<file path="src/rtl/rocc_cmd_queue.sv">
// rocc_cmd_queue: RoCC command FIFO plus in-order tag scoreboard with flush drop accounting.
// Optional macro ROCC_CMD_BYPASS_EN adds a 0-cycle issue->cmd path when the command FIFO is empty.
module rocc_cmd_queue #(
  parameter int XLEN            = 64,
  parameter int TRANS_ID_W      = 3,
  parameter int CMD_DEPTH       = 4,
  parameter int MAX_OUTSTANDING = 4
) (
  input  logic                  clk_i,
  input  logic                  rst_i,
  input  logic                  flush_i,
  input  logic                  issue_valid_i,
  output logic                  issue_ready_o,
  input  logic [XLEN-1:0]       issue_rs1_i,
  input  logic [XLEN-1:0]       issue_rs2_i,
  input  logic [31:0]           issue_instr_i,
  input  logic [TRANS_ID_W-1:0] issue_trans_id_i,
  output logic                  cmd_valid_o,
  input  logic                  cmd_ready_i,
  output logic [XLEN-1:0]       cmd_rs1_o,
  output logic [XLEN-1:0]       cmd_rs2_o,
  output logic [31:0]           cmd_instr_o,
  input  logic                  resp_valid_i,
  output logic                  resp_ready_o,
  input  logic [XLEN-1:0]       resp_data_i,
  output logic                  wb_valid_o,
  output logic [TRANS_ID_W-1:0] wb_trans_id_o,
  output logic [XLEN-1:0]       wb_result_o,
  output logic                  wb_exception_valid_o,
  output logic                  busy_o,
  output logic                  err_spurious_o
);

  localparam int CMD_AW = $clog2(CMD_DEPTH);
  localparam int CMD_CW = $clog2(CMD_DEPTH + 1);
  localparam int TAG_AW = $clog2(MAX_OUTSTANDING);
  localparam int TAG_CW = $clog2(MAX_OUTSTANDING + 1);
  localparam int ENT_W  = 2 * XLEN + 32;

  logic [ENT_W-1:0]      cmd_mem_q [CMD_DEPTH];
  logic [ENT_W-1:0]      cmd_mem_d [CMD_DEPTH];
  logic [CMD_AW-1:0]     cmd_wr_q, cmd_wr_d, cmd_rd_q, cmd_rd_d;
  logic [CMD_CW-1:0]     cmd_cnt_q, cmd_cnt_d;
  logic [TRANS_ID_W-1:0] tag_mem_q [MAX_OUTSTANDING];
  logic [TRANS_ID_W-1:0] tag_mem_d [MAX_OUTSTANDING];
  logic [TAG_AW-1:0]     tag_wr_q, tag_wr_d, tag_rd_q, tag_rd_d;
  logic [TAG_CW-1:0]     tag_cnt_q, tag_cnt_d;
  logic [TAG_CW-1:0]     drop_q, drop_d;
  logic                  wb_valid_q, wb_valid_d;
  logic [TRANS_ID_W-1:0] wb_id_q, wb_id_d;
  logic [XLEN-1:0]       wb_res_q, wb_res_d;
  logic                  err_q, err_d;

  logic              cmd_empty, issue_fire, cmd_push, cmd_pop, tag_pop;
  logic [ENT_W-1:0]  issue_entry, head_entry;
  logic [TAG_CW:0]   inflight_sum;
  logic [TAG_CW-1:0] cmd_left, sent_cnt, pending_drop;

  assign cmd_empty    = (cmd_cnt_q == '0);
  assign issue_entry  = {issue_rs1_i, issue_rs2_i, issue_instr_i};
  assign head_entry   = cmd_mem_q[cmd_rd_q];
  assign inflight_sum = {1'b0, tag_cnt_q} + {1'b0, drop_q};

  // Pending drops reserve scoreboard slots so late responses can never alias a new tag.
  assign issue_ready_o = ~rst_i & ~flush_i
                       & (cmd_cnt_q < CMD_CW'(CMD_DEPTH))
                       & (inflight_sum < (TAG_CW + 1)'(MAX_OUTSTANDING));
  assign issue_fire    = issue_valid_i & issue_ready_o;
  assign cmd_pop       = ~cmd_empty & cmd_ready_i;

`ifdef ROCC_CMD_BYPASS_EN
  logic bypass;
  assign bypass      = issue_fire & cmd_empty;
  assign cmd_valid_o = ~cmd_empty | bypass;
  assign {cmd_rs1_o, cmd_rs2_o, cmd_instr_o} = bypass ? issue_entry : head_entry;
  assign cmd_push    = issue_fire & ~(bypass & cmd_ready_i);
`else
  assign cmd_valid_o = ~cmd_empty;
  assign {cmd_rs1_o, cmd_rs2_o, cmd_instr_o} = head_entry;
  assign cmd_push    = issue_fire;
`endif

  always_comb begin
    cmd_mem_d  = cmd_mem_q;
    cmd_wr_d   = cmd_wr_q;
    cmd_rd_d   = cmd_rd_q;
    tag_mem_d  = tag_mem_q;
    tag_wr_d   = tag_wr_q;
    tag_rd_d   = tag_rd_q;
    drop_d     = drop_q;
    err_d      = err_q;
    wb_valid_d = 1'b0;
    wb_id_d    = wb_id_q;
    wb_res_d   = wb_res_q;
    tag_pop    = 1'b0;

    // A head popped during the flush cycle has reached the accelerator, so it counts as sent.
    cmd_left     = TAG_CW'(cmd_cnt_q) - TAG_CW'(cmd_pop);
    sent_cnt     = tag_cnt_q - cmd_left;
    pending_drop = drop_q + sent_cnt;

    if (cmd_push) begin
      cmd_mem_d[cmd_wr_q] = issue_entry;
      cmd_wr_d            = cmd_wr_q + CMD_AW'(1);
    end
    if (cmd_pop)
      cmd_rd_d = cmd_rd_q + CMD_AW'(1);
    if (issue_fire) begin
      tag_mem_d[tag_wr_q] = issue_trans_id_i;
      tag_wr_d            = tag_wr_q + TAG_AW'(1);
    end

    if (flush_i) begin
      if (pending_drop != '0)
        drop_d = pending_drop - TAG_CW'(resp_valid_i);
      else if (resp_valid_i)
        err_d = 1'b1;
    end else if (resp_valid_i) begin
      if (drop_q != '0) begin
        drop_d = drop_q - TAG_CW'(1);
      end else if (tag_cnt_q != '0) begin
        tag_pop    = 1'b1;
        wb_valid_d = 1'b1;
        wb_id_d    = tag_mem_q[tag_rd_q];
        wb_res_d   = resp_data_i;
      end else begin
        err_d = 1'b1;
      end
    end
    if (tag_pop)
      tag_rd_d = tag_rd_q + TAG_AW'(1);

    cmd_cnt_d = cmd_cnt_q + CMD_CW'(cmd_push) - CMD_CW'(cmd_pop);
    tag_cnt_d = tag_cnt_q + TAG_CW'(issue_fire) - TAG_CW'(tag_pop);

    if (flush_i) begin
      cmd_wr_d  = '0;
      cmd_rd_d  = '0;
      cmd_cnt_d = '0;
      tag_wr_d  = '0;
      tag_rd_d  = '0;
      tag_cnt_d = '0;
    end
  end

  always_ff @(posedge clk_i) begin
    if (rst_i) begin
      cmd_wr_q   <= '0;
      cmd_rd_q   <= '0;
      cmd_cnt_q  <= '0;
      tag_wr_q   <= '0;
      tag_rd_q   <= '0;
      tag_cnt_q  <= '0;
      drop_q     <= '0;
      err_q      <= 1'b0;
      wb_valid_q <= 1'b0;
      wb_id_q    <= '0;
      wb_res_q   <= '0;
    end else begin
      cmd_wr_q   <= cmd_wr_d;
      cmd_rd_q   <= cmd_rd_d;
      cmd_cnt_q  <= cmd_cnt_d;
      tag_wr_q   <= tag_wr_d;
      tag_rd_q   <= tag_rd_d;
      tag_cnt_q  <= tag_cnt_d;
      drop_q     <= drop_d;
      err_q      <= err_d;
      wb_valid_q <= wb_valid_d;
      wb_id_q    <= wb_id_d;
      wb_res_q   <= wb_res_d;
    end
  end

  // Storage needs no reset: occupancy is tracked by the counters above.
  always_ff @(posedge clk_i) begin
    cmd_mem_q <= cmd_mem_d;
    tag_mem_q <= tag_mem_d;
  end

  assign resp_ready_o         = 1'b1;
  assign wb_valid_o           = wb_valid_q;
  assign wb_trans_id_o        = wb_id_q;
  assign wb_result_o          = wb_res_q;
  assign wb_exception_valid_o = 1'b0;
  assign busy_o               = ~cmd_empty | (tag_cnt_q != '0) | (drop_q != '0);
  assign err_spurious_o       = err_q;

endmodule
</file>
<file path="config.mk">
export PLATFORM = sky130hd
export DESIGN_NAME = rocc_cmd_queue
export DESIGN_NICKNAME = d
export VERILOG_FILES = /design/src/rtl/rocc_cmd_queue.sv
export SDC_FILE = /design/constraint.sdc
export NUM_CORES = 1
export LEC_CHECK = 0
export BUFFER_PORTS_ARGS = -buffer_cell sky130_fd_sc_hd__buf_2
export CAP_MARGIN = 20
export CORE_AREA = 10 10 197 274
export DETAILED_ROUTE_END_ITERATION = 16
export DIE_AREA = 0 0 207 284
export PLACE_DENSITY_LB_ADDON = 0.3
export SYNTH_ARGS = -nofsm -noshare
export SYNTH_HDL_FRONTEND = slang
export SYNTH_SLANG_ARGS = --single-unit
export TNS_END_PERCENT = 1
</file>
<file path="constraint.sdc">
create_clock -name clk_i -period 8.3 [get_ports clk_i]
set_input_delay 2.49 -clock clk_i [delete_from_list [all_inputs] [get_ports clk_i]]
set_output_delay 2.49 -clock clk_i [all_outputs]
set_load 0.01 [all_outputs]
</file>
==> results.json <==
{
  "status": "completed",
  "synth_area_mm2": 0.0271,
  "place_hpwl_um": 40100,
  "drc_errors": 0,
  "fin_cells": 2479,
  "synth_top_cell_by_area": "edfxtp_1",
  "grt_max_degree": 161,
  "slowest_stage": "buf_4",
  "antenna_found_initial": 23,
  "holdCritStartpoint": "wb_result_o[30]$_SDFFE_PP0P_",
  "ios": 467,
  "rsz0062_at_grt": "false",
  "drv_cap": 0,
  "dp_slack_ns": 1.89,
  "regArea_mm2": 0.0213,
  "port_buffers": 464,
  "worstSetupStartpoint": "rst_i",
  "fin_crit_sh": 0.772,
  "cts.sinks": 738,
  "utilization": 0.665,
  "critPathBufInv": 3,
  "critical-path-max-stage-delay_ns": 0.60,
  "area_delta_synth_final_pct": 19.7,
  "ir_worst_vdd_v": 0.000185,
  "synth_edf_count": 652,
  "async_flop_share": 0,
  "synthTopCellsByCount": "652 x edfxtp_1, 163 x mux4_2, 140 x nand2_1, 86 x dfxtp_1, 70 x a21oi_1",
  "dieArea_mm2": 0.0588,
  "holdBufCountCts": 0,
  "gr-usage-all-layers": 0.210,
  "finClkSkew_ns": 0.0213,
  "die_height_um": 284,
  "min_period_ns": 6.41,
  "final_nets": 2036,
  "crit_path_cell_trace": "buf_2 > buf_4 > or2_2 > nor3_1 > buf_2",
  "place_congestion": 0.871,
  "yosysWarnings": 0,
  "final_max_slew_viol_count": 0,
  "power.density_mw_per_mm2": 240,
  "critPathMaxFanout": 78,
  "clkTransAtPathRegs_ns": 0.06,
  "critical_path.endpoint_type": "output pin",
  "dr.pass1.iters": 5,
  "seq_area_frac_synth": 0.786,
  "grt_pass1_vias": 14600,
  "synth_cells": 1295,
  "dp.cells": 2345,
  "numCtsBuffers": 68,
  "cts-root-buf": "clkbuf_16",
  "placementRows": 96,
  "hold_viol": 0,
  "grt_pass1_wl_um": 93400,
  "cts_tree": "built",
  "ctsResizeCount": 0,
  "reg2reg_from": "drop_q[2]$_SDFFE_PP0P_",
  "yosysMostFrequentCell": "edfxtp_1",
  "worst_slack_ns": 1.89,
  "initial_core_util": 0.556,
  "cpMostUsedCell": "buf_2",
  "drt_wl_total_um": 62200,
  "setup_tns_ns": 0,
  "ys_ff_latch": 738,
  "via_per_inst": 5.65,
  "synth_ff_type": "edfxtp_1",
  "tightestPinTransition_ns": 1.04,
  "clk_latency_ns": 0.61,
  "cts_buffer_depth": 3,
  "worstPathArrival_ns": 3.92,
  "crit_family": "buffers and inverters",
  "synth.net_count": 1552,
  "crit_path_start_kind": "input port",
  "cts-htree-levels": 3,
  "synth_area_leaders": "edfxtp_1 72%, mux4_2 14%, dfxtp_1 6.4%",
  "synth_top_area_frac": 0.723,
  "post-cts-setup-buffers": 0,
  "multi_input_area_mm2": 0.00546,
  "setup_violations": 0,
  "num_vias": 14000,
  "chipWidth_um": 207,
  "clock.fmax_mhz": 156,
  "p_leak_nw": 11.1,
  "fillers": 3289,
  "holdWs_ns": 0.449,
  "ant_nets": 0,
  "routedWlPerCell_um": 25.1,
  "yosysUniqueCellTypes": 47,
  "grt-ovfl-total": 0,
  "drtIter0Drc": 910,
  "hold_path_class": "register to register",
  "cp.required_ns": 5.81,
  "timing.setup.critical_path_class": "input port to output pin",
  "syn_area_per_cell_um2": 20.9,
  "coreArea_mm2": 0.0488,
  "relSlewSlack": 0.307,
  "drive_gt1_frac": 0.412
}
-- cell usage in the layout (no fill, tap or decap), types with 2 or more instances in the layout --
cell,count
a21oi_1,70
and2_1,6
and2_4,4
buf_12,7
buf_2,464
buf_4,9
bufinv_16,9
clkbuf_1,13
clkbuf_16,71
clkinv_1,11
clkinv_2,7
clkinv_8,2
clkinvlp_4,2
conb_1,2
dfxtp_1,84
dfxtp_4,2
diode_2,15
edfxtp_1,652
fa_1,5
ha_1,19
inv_1,16
inv_6,2
mux2i_1,2
mux4_2,163
nand2_1,139
nand2b_1,3
nor2_1,15
nor3_1,3
o311ai_0,2
or3_1,4
or4_1,2
xnor2_1,9
xor2_1,3
-- where the power goes --
part / internal (mW) / total (mW) / switching, mW
combinational: 0.225 / 0.514 / 0.290
sequential: 4.11 / 4.14 / 0.0293
clock: 1.85 / 3.14 / 1.29
total: 6.18 / 7.80 / 1.61
-- cell type report --
class                           instances  share of cell area
Tap cell                              637              0.0246
Sequential cell                       738               0.657
Multi-Input combinational cell        474               0.168
Antenna cell                           15             0.00116
Inverter                               17             0.00197
Timing Repair Buffer                  480              0.0780
Clock inverter                         34              0.0130
Clock buffer                           84              0.0563
-- worst reg2reg max path: cells and delay by family, from the launching register on --
family                   cells  cell delay [ns]
buffers and inverters        1             0.65
AND/OR/NAND/NOR              3             1.97
flip-flops                   1             0.47
adder cells (fa/ha/maj)      1             0.29
-- final timing paths --
kind                             endpoint  slack [ns]  cells after the start
max                         issue_ready_o        1.89                      5
min          wb_result_o[30]$_SDFFE_PP0P_        0.45                      2
max reg2reg      cmd_mem_q[518]$_DFFE_PP_        4.53                      5
min reg2reg  wb_result_o[30]$_SDFFE_PP0P_        0.45                      2
-- cells by family (layout without fill, tap and decap cells) --
group,count (synthesis),after routing,share of synthesized area
adder cells (fa/ha/maj),24,24,0.0125
multiplexers,166,166,0.137
flip-flops,738,738,0.786
buffers and inverters,83,615,0.0131
AND/OR/NAND/NOR,186,186,0.0296
XOR/XNOR,14,14,0.00531
AO/OA/AOI/OAI,82,82,0.0165
other,2,17,0.000277
-- flip-flops by register name, indices dropped and copies added, names as in the netlist --
name	count
cmd_rd_q	2
tag_mem_q	12
tag_cnt_q	3
cmd_wr_q	2
err_spurious_o	1
wb_valid_o	1
drop_q	3
wb_result_o	64
wb_trans_id_o	3
tag_wr_q	2
cmd_cnt_q	3
cmd_mem_q	640
tag_rd_q	2
-- layer usage --
| layer | up-vias | wire length (µm) | track usage |
|---|---|---|---|
| li1 | 6160 | - | - |
| met1 | 7071 | 22400 | 0.250 |
| met2 | 623 | 32500 | 0.345 |
| met3 | 133 | 4560 | 0.0521 |
| met4 | 14 | 2650 | 0.117 |
| met5 | - | 90 | 0 |
-- stage by stage --
step / power (mW) / instance area, µm²
floorplan: 4.51 / 27100
global placement: 4.72 / 30100
detailed placement: 4.74 / 30100
CTS: 7.87 / 32400
global route: 8.06 / 32400
finish: 7.80 / 32400
No activity file was read; power rests on OpenSTA's default activity.
